<file path="config.mk">
export PLATFORM = sky130hd
export DESIGN_NAME = dma_apb_stream_responder
export DESIGN_NICKNAME = d
export VERILOG_FILES = /design/src/rtl/dma_apb_stream_responder.sv
export SDC_FILE = /design/constraint.sdc
export NUM_CORES = 1
export LEC_CHECK = 0
export ABC_AREA = 1
export CAP_MARGIN = 20
export CORE_ASPECT_RATIO = 0.7
export CORE_UTILIZATION = 25
export DETAILED_ROUTE_END_ITERATION = 8
export DONT_BUFFER_PORTS = 1
export PLACE_DENSITY = 0.41
export SLEW_MARGIN = 10
export SYNTH_ARGS = -nofsm -noshare
export SYNTH_HDL_FRONTEND = slang
export SYNTH_SLANG_ARGS = --single-unit
</file>
<file path="constraint.sdc">
create_clock -name pclk -period 2.45 [get_ports pclk]
set_clock_uncertainty 0.1 [all_clocks]
set_input_delay 0.1225 -clock pclk [delete_from_list [all_inputs] [get_ports pclk]]
set_output_delay 0.1225 -clock pclk [all_outputs]
set_load 0.1 [all_outputs]
</file>
<file path="src/rtl/dma_apb_stream_responder.sv">
// APB completer terminating one DMA stream channel: DATA writes feed a TX FIFO
// toward a local sink, DATA reads drain an RX FIFO filled by a local source.
module dma_apb_stream_responder #(
  parameter int APB_ADDR_WIDTH  = 16,
  parameter int APB_DATA_WIDTH  = 16,
  parameter int FIFO_ADDR_WIDTH = 4,
  parameter int WAIT_CYCLES     = 0
) (
  input  logic                      pclk,
  input  logic                      pnreset,
  input  logic                      i_psel,
  input  logic                      i_penable,
  input  logic                      i_pwrite,
  input  logic [APB_ADDR_WIDTH-1:0] i_paddr,
  input  logic [APB_DATA_WIDTH-1:0] i_pwdata,
  output logic                      o_pready,
  output logic [APB_DATA_WIDTH-1:0] o_prdata,
  output logic                      o_tx_valid,
  input  logic                      i_tx_ready,
  output logic [APB_DATA_WIDTH-1:0] o_tx_data,
  input  logic                      i_rx_valid,
  output logic                      o_rx_ready,
  input  logic [APB_DATA_WIDTH-1:0] i_rx_data
);

  localparam int AW    = FIFO_ADDR_WIDTH;
  localparam int DW    = APB_DATA_WIDTH;
  localparam int DEPTH = 1 << AW;
  localparam logic [AW:0] PTR_ONE = {{AW{1'b0}}, 1'b1};

  typedef enum logic [1:0] {IDLE, WAIT, RESP} state_t;

  state_t          state_q;
  logic [3:0]      cnt_q;
  logic [3:0]      wait_q;
  logic [DW-1:0]   scratch_q;
  logic            pready_q;
  logic [DW-1:0]   prdata_q;

  logic [DW-1:0]   tx_mem [DEPTH];
  logic [DW-1:0]   rx_mem [DEPTH];
  logic [AW:0]     tx_wptr_q, tx_rptr_q, tx_wptr_d, tx_rptr_d;
  logic [AW:0]     rx_wptr_q, rx_rptr_q, rx_wptr_d, rx_rptr_d;

  logic            tx_full, tx_empty, rx_full, rx_empty;
  logic [1:0]      sel;
  logic            avail, complete;
  logic            tx_push, tx_pop, tx_flush;
  logic            rx_push, rx_pop, rx_flush;
  logic [DW-1:0]   rd_val;
  logic            unused_paddr;

  assign unused_paddr = ^{i_paddr[APB_ADDR_WIDTH-1:4], i_paddr[1:0]};

  assign tx_empty = (tx_wptr_q == tx_rptr_q);
  assign tx_full  = (tx_wptr_q[AW] != tx_rptr_q[AW]) &&
                    (tx_wptr_q[AW-1:0] == tx_rptr_q[AW-1:0]);
  assign rx_empty = (rx_wptr_q == rx_rptr_q);
  assign rx_full  = (rx_wptr_q[AW] != rx_rptr_q[AW]) &&
                    (rx_wptr_q[AW-1:0] == rx_rptr_q[AW-1:0]);

  assign sel   = i_paddr[3:2];
  assign avail = (sel != 2'd0) || (i_pwrite ? !tx_full : !rx_empty);

  // Completion is the single point where every side effect is applied.
  assign complete = (state_q == WAIT) && i_psel && i_penable &&
                    (cnt_q == 4'd0) && avail;

  assign tx_push  = complete && i_pwrite && (sel == 2'd0);
  assign rx_pop   = complete && !i_pwrite && (sel == 2'd0);
  assign tx_flush = complete && i_pwrite && (sel == 2'd2) && i_pwdata[4];
  assign rx_flush = complete && i_pwrite && (sel == 2'd2) && i_pwdata[5];
  assign tx_pop   = o_tx_valid && i_tx_ready;
  assign rx_push  = i_rx_valid && o_rx_ready;

  assign o_tx_valid = !tx_empty;
  assign o_tx_data  = tx_mem[tx_rptr_q[AW-1:0]];
  assign o_rx_ready = !rx_full;
  assign o_pready   = pready_q;
  assign o_prdata   = prdata_q;

  always_comb begin
    rd_val = '0;
    case (sel)
      2'd0: rd_val = rx_mem[rx_rptr_q[AW-1:0]];
      2'd1: rd_val[3:0] = {rx_empty, rx_full, tx_empty, tx_full};
      2'd2: rd_val[3:0] = wait_q;
      default: rd_val = scratch_q;
    endcase
  end

  always_comb begin
    tx_wptr_d = tx_wptr_q;
    tx_rptr_d = tx_rptr_q;
    rx_wptr_d = rx_wptr_q;
    rx_rptr_d = rx_rptr_q;
    if (tx_flush) begin
      tx_wptr_d = '0;
      tx_rptr_d = '0;
    end else begin
      if (tx_push) tx_wptr_d = tx_wptr_q + PTR_ONE;
      if (tx_pop)  tx_rptr_d = tx_rptr_q + PTR_ONE;
    end
    if (rx_flush) begin
      rx_wptr_d = '0;
      rx_rptr_d = '0;
    end else begin
      if (rx_push) rx_wptr_d = rx_wptr_q + PTR_ONE;
      if (rx_pop)  rx_rptr_d = rx_rptr_q + PTR_ONE;
    end
  end

  always_ff @(posedge pclk or negedge pnreset) begin
    if (!pnreset) begin
      tx_wptr_q <= '0;
      tx_rptr_q <= '0;
      rx_wptr_q <= '0;
      rx_rptr_q <= '0;
    end else begin
      tx_wptr_q <= tx_wptr_d;
      tx_rptr_q <= tx_rptr_d;
      rx_wptr_q <= rx_wptr_d;
      rx_rptr_q <= rx_rptr_d;
    end
  end

  always_ff @(posedge pclk) begin
    if (tx_push) tx_mem[tx_wptr_q[AW-1:0]] <= i_pwdata;
    if (rx_push) rx_mem[rx_wptr_q[AW-1:0]] <= i_rx_data;
  end

  always_ff @(posedge pclk or negedge pnreset) begin
    if (!pnreset) begin
      state_q   <= IDLE;
      cnt_q     <= '0;
      wait_q    <= 4'(WAIT_CYCLES);
      scratch_q <= '0;
      pready_q  <= 1'b0;
      prdata_q  <= '0;
    end else begin
      pready_q <= 1'b0;
      case (state_q)
        IDLE: begin
          if (i_psel && !i_penable) begin
            state_q <= WAIT;
            cnt_q   <= wait_q;
          end
        end
        WAIT: begin
          if (!i_psel) begin
            state_q <= IDLE;
          end else if (cnt_q != 4'd0) begin
            cnt_q <= cnt_q - 4'd1;
          end else if (complete) begin
            state_q  <= RESP;
            pready_q <= 1'b1;
            if (i_pwrite) begin
              if (sel == 2'd2) wait_q <= i_pwdata[3:0];
              if (sel == 2'd3) scratch_q <= i_pwdata;
            end else begin
              prdata_q <= rd_val;
            end
          end
        end
        default: state_q <= IDLE;
      endcase
    end
  end

endmodule

</file>
# == Word-level counts from Yosys, hierarchy flattened ==
# Memory sizes are Yosys's and may differ from the RTL's.
# Cells that the tools add are included.
# totals
ff_bits,63
latch_bits,0
ramBits,512
romBits,0
inputBits,55
out_inout_bits,35
wordCells,101
memories,2
# op_classes
addsub,5
multipliers,0
div_mod_pow,0
magnitude_cmp,0
n_eq_ne,15
shift,0
mux,28
bitwise,2
reduce_logical,39
# memory_table
name,words,width,rd,rd_ports_with_merged_regs,write_ports,line_no,rtl
rx_mem,16,16,1,0,1,41,logic [DW-1:0] rx_mem [DEPTH];
tx_mem,16,16,1,0,1,40,logic [DW-1:0] tx_mem [DEPTH];
# ops
op,n
$mux 5,8
$pmux 12 s2,1
$add 5x1->5 const B,4
$logic_and 1x1->1,16
$mux 4,3
$pmux 4 s3,1
$reduce_and 6->1,2
$reduce_bool 2->1,6
$eq 5x5->1,2
$mux 1,9
$eq 4x4->1,2
$mux 2,4
$pmux 4 s2,1
$logic_not 1->1,6
$ne 3x3->1 const B,2
$reduce_and 5->1,1
$eq 2x1->1 const B,2
$eq 2x2->1 const B,2
$logic_not 2->1,2
$logic_not 4->1,1
$ne 2x2->1 const B,2
$pmux 2 s2,1
$reduce_and 4->1,1
$reduce_bool 4->1,1
other kinds (7),9

# == Longest topological paths before layout ==
# Gate-level depths: netlist of run 1.
# logic_depth
ltp_word,10
ltp_mapped,14
mapped_depth_nobuf,12

# == Worst setup path before layout of run 1 ==
# No wires, ideal clock.
# synth_path
path_type,register to register
start,register rx_wptr_q[3]
end,"memory rx_mem[7][0] (netlist name), enable pin"
setup_time_ns,0.388
arrival_ns,2.772
required_time_ns,1.962
setup_slack_ns,-0.811
stages_incl_launch_ff,9
path_buffers,1
synth_period_minus_slack_ns,3.261
path_cell_list,dfrtp_1 > buf_4 > xor2_1 > nor2_2 > nand3b_1 > nand2_1 > nor2_1 > nand2_1 > nor2_1
# synth_between
elab_chain_cells,6
# synth_rtl
element,line_no,rtl
"start, declared",43,"logic [AW:0] rx_wptr_q, rx_rptr_q, rx_wptr_d, rx_rptr_d;"
"start signal, assigned",122,rx_wptr_q <= rx_wptr_d;
$eq 4x4->1,60,(rx_wptr_q[AW-1:0] == rx_rptr_q[AW-1:0]);
$logic_and 1x1->1,59,assign rx_full = (rx_wptr_q[AW] != rx_rptr_q[AW]) &&
$logic_not 1->1,78,assign o_rx_ready = !rx_full;
named net o_rx_ready,22,"output logic o_rx_ready,"
$logic_and 1x1->1,74,assign rx_push = i_rx_valid && o_rx_ready;
$mux 1,129,if (rx_push) rx_mem[rx_wptr_q[AW-1:0]] <= i_rx_data;
$mux 1 (implied by the code),129,
"end, declared",41,
# The timed path passes the listed nets, and every way through them passes these cells.

# == Final worst setup path of run 1 ==
# layout_path
start,register tx_rptr_q[0]
end,output o_tx_data[2]
# layout_between
elab_chain_cells,1
# layout_rtl
element,line_no,rtl
"start, declared",42,"logic [AW:0] tx_wptr_q, tx_rptr_q, tx_wptr_d, tx_rptr_d;"
"start signal, assigned",121,tx_rptr_q <= tx_rptr_d;
$mem_v2 16x16,--,
"end, declared",20,"output logic [APB_DATA_WIDTH-1:0] o_tx_data,"
# Every way passes these cells.

==> results of run 1 <==
==> power breakdown <==
part           internal, uW  leakage [uW]  switching, uW  total (uW)
combinational          4310       0.00376           8110       12400
sequential            11400       0.00545            309       11700
clock                  5310      0.000971           3900        9200
total                 21000        0.0102          12300       33300
==> synth_stat cells <==
| cell | count |
|---|---|
| nand2_4 | 2 |
| buf_4 | 5 |
| clkinv_1 | 2 |
| inv_6 | 1 |
| nand4_1 | 2 |
| inv_2 | 13 |
| nand3_4 | 1 |
| nor3_4 | 1 |
| buf_1 | 5 |
| nand3_2 | 3 |
| nand4_2 | 2 |
| buf_8 | 1 |
| nand2_1 | 215 |
| clkbuf_1 | 77 |
| nor2_2 | 4 |
| o221ai_1 | 44 |
| edfxtp_1 | 512 |
| dfrtp_1 | 63 |
| o21ai_1 | 4 |
| inv_1 | 36 |
| o22ai_1 | 76 |
| buf_6 | 2 |
| nor2_4 | 2 |
| a31oi_1 | 1 |
| nor3_1 | 1 |
| buf_2 | 18 |
| nand3b_1 | 2 |
| nor2_1 | 318 |
| o21ai_0 | 268 |
| xnor2_1 | 2 |
| a21oi_1 | 11 |
| xor2_1 | 13 |
| nand3_1 | 112 |
| nand2_2 | 5 |
| o211ai_1 | 21 |
| o21a_1 | 1 |
| ha_1 | 12 |
==> routing by layer <==
metal  vias to the layer above  GRT usage [%]
met5                         -              0
met4                         8           3.27
met3                        77           2.78
met2                       367           20.5
met1                      7665           21.9
li1                       7104              -
==> path summary, 6_finish.rpt <==
kind	slack (ps)	end	depth (start not counted)
hold / removal	200	state_q[0]	3
setup / recovery	-220	o_tx_data[2]	8
hold reg to reg	380	scratch_q[4]	2
min in group asynchronous	530	tx_wptr_q[4]	3
max in group asynchronous	1290	rx_rptr_q[0]	4
setup reg to reg	90	tx_mem[12][1]	12
==> cell families (layout without fill, tap and decap cells) <==
group	Yosys count	after routing	synth area share (%)
fa+ha+maj	12	12	0.649
other cells	0	1	0
xor+xnor	15	15	0.568
compound gates	426	426	10.6
buf+inv	160	355	2.91
simple gates	670	671	12.0
flops	575	575	73.3
==> stage by stage <==
step,utilization (%),setup TNS (ps)
3_5_place_dp,28.6,0
5_1_grt,32.4,-3740
3_3_place_gp,28.6,0
4_1_cts,32.1,-3380
2_1_floorplan,-,-136230
6_report,32.4,-1930
==> what timing repair did <==
| item | in CTS | in global routing |
|---|---|---|
| cloned | 12 | 3 |
| hold buffers | 44 | 0 |
| hold endpoints to repair | 638 | 0 |
| resized for setup | 71 | 71 |
| endpoints found under the setup margin | 16 | 189 |
| setup buffers | 8 | 1 |
| pin swaps | 22 | 26 |
==> registers in the layout, summed over array words and instances, names as in the netlist <==
name,cells
cnt_q,4
o_prdata,16
o_pready,1
rx_mem,256
rx_rptr_q,5
rx_wptr_q,5
scratch_q,16
state_q,2
tx_mem,256
tx_rptr_q,5
tx_wptr_q,5
wait_q,4
==> layout make-up <==
cell class / instances / area (um2) / share of cell area, %
flip-flops and latches: 575 / 17000 / 57.7
clock inverters: 32 / 332 / 1.13
clock buffers: 81 / 1660 / 5.66
well taps: 1222 / 1530 / 5.20
inverters: 52 / 216 / 0.736
repair buffers: 190 / 2670 / 9.08
diodes: 1 / 2.50 / 0.00851
multi-input cells: 1124 / 6020 / 20.5
==> critical path: stages, from the launching register on <==
cell,delay [ps]
dfrtp_4,500
clkinv_8,100
buf_16,170
buf_16,150
nor2_4,70
o22ai_2,70
o211ai_1,320
nand3_2,220
buf_12,230
==> results.md, run 1 <==
* Initial DRT Pass Iterations at 5
* Total CTS buffers at 61
* Area Overhead vs Synth at 27.0%
* Die height at 257 um
* Seq/Total Area, Yosys at 73.3%
* CP Max Fanout at 7
* Htree depth at 2
* Mapped Area at 23100 um2
* Max Cap Viol at 0
* CORE AREA at 90800 um2
* Layout cells sized above 1 at 18.5%
* Pwr dens at 1130 nW/um2
* Final setup margin at -220 ps
* Clock-pin slew on the worst setup and hold paths at 60 ps
* Hold Crit Start: i_psel
* WHS at 202 ps
* Commonest non-fill, non-tap cell in the layout: edfxtp_1
* Post-Synthesis Net Count at 1925
* Number of I/O pins at 90
* Routed WL at 67400 um
* Max VDD drop at 0.755 mV
* Post-DP HPWL at 39600 um
* Rel. slew slack at 37.7%
* Die ar. at 93800 um2
* Area after DPL at 26000 um2
* Unrepaired setup endpoints after global routing: true
* PortBufs at 0
* Critical path launch point type: register
* Synth area leaders: edfxtp_1 (66%), dfrtp_1 (6.8%), o21ai_0 (5.8%), nor2_1 (5.2%), nand2_1 (3.5%)
* Final ANT Viol Nets at 0
* WL met3 at 3580 um
* Final std cells w/o fill at 3277
* Failing checks: setup timing
* Synth warn at 0
* Source of the worst register-to-register timing path: tx_rptr_q[0]
* Total gr overflow at 0
* Cell taking the most area after synthesis: edfxtp_1
* Vias in the first global route at 15100
* Largest net degree at the start of global routing at 130
* Sink Count at 575
* Netlist cell types at 37
* Initial DRC Count at 1054
* Starting Density at 25.5%
* Root Buffer: clkbuf_16
* Data required time of the critical path at 2230 ps
* Crit. Startpoint: tx_rptr_q[0]
* Mapped Avg Cell Area at 12.5 um2
* Share of the synthesized area in the top cell type at 66.4%
* Crit share post-route at 109%
* #FFs+latches synth at 575
* Via count at 15200
* Initial antenna violation count at 6
* WL/cell at 20.6 um
* Setup-failing EPs final at 16
* Min cycle time layout at 2670 ps
* Clk Latency, worst-skew pair at 660 ps
* Mapped Cells at 1858
* Worst Tran Pin Value at 935 ps
* Fill cells at 8951
* Max Freq at 374 MHz
* Type of the most critical hold path: in2reg
* Commonest non-fill, non-tap cells in the layout: edfxtp_1 (512), nor2_1 (272), o21ai_0 (232)
* Final instance area at 29400 um2
* Pwr Total at 33300 uW
* Arr. time, crit path at 2450 ps
* DR DRC count at 0
* Wire length on met1 at 34400 um
* First-pass GRT wire length at 100000 um
* Max Root-Sink Buffers at 3
* Top Metal Used: met5
* Status: finished with violations
* Endpoints failing hold at 0
* Gr usage total at 14.3%
* CTS tree: done
* CP Capture Type: primary output
* Routability cong. at 0.752
* Vias per cell at 4.64
* Die X at 366 um
* Count of final max-slew check failures at 0
* Nets at 2071
* Worst slack, placed at 56.1 ps
* Cell Rows at 92
* WL met2 at 28300 um
* Setup CP Type: reg2out
* Leakage at 0.0102 uW
* Placed Cells at 3095
(Power assumes the default switching activity.)
==> run 2, diff against run 1 <==
ABC_AREA = not set   (was 1)
==> results.md, run 2 <==
* Status: finished with violations
* Failing checks: setup timing
* Total CTS buffers at 61
* Die ar. at 92500 um2
* Largest net degree at the start of global routing at 64
* Synth area leaders: edfxtp_1 (67%), mux4_2 (14%), dfrtp_1 (6.9%), mux2i_1 (2.1%), mux2_2 (0.89%)
* DR DRC count at 0
* Nets at 1411
* Post-DP HPWL at 37800 um
* Initial DRC Count at 758
* Number of I/O pins at 90
* Max Cap Viol at 0
* Share of the synthesized area in the top cell type at 67.4%
* Final ANT Viol Nets at 0
* EDFF count, synth at 512
* Ranking of synthesized cells by instance count: edfxtp_1 (512), mux4_2 (143), dfrtp_1 (63), nor2_1 (50), mux2i_1 (48)
* Cell taking the most area after synthesis: edfxtp_1
* Mapped Area at 22800 um2
* PortBufs at 0
* Data required time of the critical path at 2230 ps
* Final std cells w/o fill at 2617
* Total gr overflow at 0
* Commonest non-fill, non-tap cells in the layout: edfxtp_1 (512), mux4_2 (143), buf_4 (96)
* Leakage at 0.00956 uW
* Post-Synthesis Net Count at 1177
* Initial antenna violation count at 8
* Asr flop ratio synth at 11.0%
* Commonest non-fill, non-tap cell in the layout: edfxtp_1
* First-pass GRT wire length at 85500 um
* Gr usage total at 12.8%
* CP Capture Type: primary output
* Starting Density at 25.3%
* Cell Rows at 92
* Setup-failing EPs final at 56
* Ys flop type: edfxtp_1
* Die X at 363 um
* Root Buffer: clkbuf_16
* Unrepaired setup endpoints after global routing: true
* Die height at 255 um
* Via count at 11400
* Max Root-Sink Buffers at 3
* Crit share post-route at 120%
* Placed Cells at 2431
* CORE AREA at 90200 um2
* Max Freq at 339 MHz
* CP Max Fanout at 8
* Endpoints failing hold at 0
* Count of final max-slew check failures at 0
* Type of the most critical hold path: in2reg
* Arr. time, crit path at 2720 ps
* Seq/Total Area, Yosys at 74.3%
* Layout cells sized above 1 at 36.0%
* Worst Tran Pin Value at 901 ps
* Count leader, synth: edfxtp_1
* WL/cell at 22.5 um
* Synth warn at 0
* CTS tree: done
* Max VDD drop at 0.633 mV
* Sink Count at 575
* Initial DRT Pass Iterations at 4
* Pwr dens at 1110 nW/um2
* Netlist cell types at 57
* Vias per cell at 4.35
* Setup CP Type: reg2out
* Final setup margin at -497 ps
* Critical path launch point type: register
* Routed WL at 58800 um
* #FFs+latches synth at 575
* Clk Latency, worst-skew pair at 650 ps
* TNS Setup at -8030 ps
* Area Overhead vs Synth at 27.9%
* Clock-pin slew on the worst setup and hold paths at 60 ps
* Worst slack, placed at -45.4 ps
* Rel. slew slack at 39.7%
* Mapped Cells at 1110
* Min cycle time layout at 2950 ps
* Htree depth at 2
* Routability cong. at 0.744
* Pwr Total at 32400 uW
* Vias in the first global route at 11900
* Mapped Avg Cell Area at 20.6 um2
run 2: changes by cell type in the layout (fill, tap and decap cells not counted), sizes merged, moves of 48 or more:
cell   previous run  this run
mux2i             0        48
mux4              0       143
nand2           223        28
nand3           116         3
nor2            324        50
o21ai           272        12
o22ai            76         4
run 2: area by class of cell:
type	instances	area (um2)
Multi-Input combinational cell	463	5800
Antenna cell	3	7.51
Timing Repair Buffer	225	2800
Clock inverter	44	465
Inverter	18	67.6
Clock buffer	67	1550
Sequential cell	575	17000
Tap cell	1222	1530
Fill cell	8685	61100
run 2: through the flow:
step	cell area [um2]	util [%]	hold slack [ps]
floorplan	23000	-	-273
global placement	26200	29.0	-269
detailed placement	26200	29.0	-269
CTS	28800	31.9	203
global route	29200	32.3	272
finish	29200	32.3	262
run 2: cells by family after synthesis:
| kind of cell | share of synthesized area [%] |
|---|---|
| adder cells (fa/ha/maj) | 0.658 |
| AO/OA/AOI/OAI | 2.14 |
| XOR/XNOR | 0.845 |
| AND/OR/NAND/NOR | 3.30 |
| buffers and inverters | 1.66 |
| flip-flops | 74.3 |
| multiplexers | 17.1 |
run 2: metal layers:
layer	global-route usage, %	wire, um	up-vias
li1	-	-	5037
met1	19.1	29200	6078
met2	18.7	25500	192
met3	2.94	2980	73
met4	3.22	1030	4
met5	0	27	-
run 2: worst max-delay path, cell delays in order, from the launching register on:
cell     delay (ps)
dfrtp_4         430
buf_12          180
buf_6           190
mux4_2          540
mux4_2          540
buf_12          200
run 2: repair_timing:
item	4_1_cts	5_1_grt
hold buffers	45	1
buffers inserted	5	17
endpoints found under the setup margin	147	311
resized for setup	11	38
pin swaps	1	5
cloned	1	5
endpoints found under the hold margin	643	13
run 2: report_power, final:
group	total, uW	leakage (uW)	internal, uW	switching [uW]
logic	11300	0.00314	4650	6690
registers	11800	0.00543	11400	324
clock network	9260	0.000987	5310	3950
run 2: path summary, 6_finish.rpt:
check	slack, ps	cells past startpoint	start	to
max reg2reg	-30	9	cnt_q[1]	tx_mem[13][5]
min reg2reg	420	1	scratch_q[14]	scratch_q[14]
max	-500	5	tx_rptr_q[0]	o_tx_data[9]
max in group asynchronous	1360	3	pnreset	rx_rptr_q[0]
min in group asynchronous	550	3	pnreset	o_prdata[3]
min	260	4	i_penable	state_q[0]
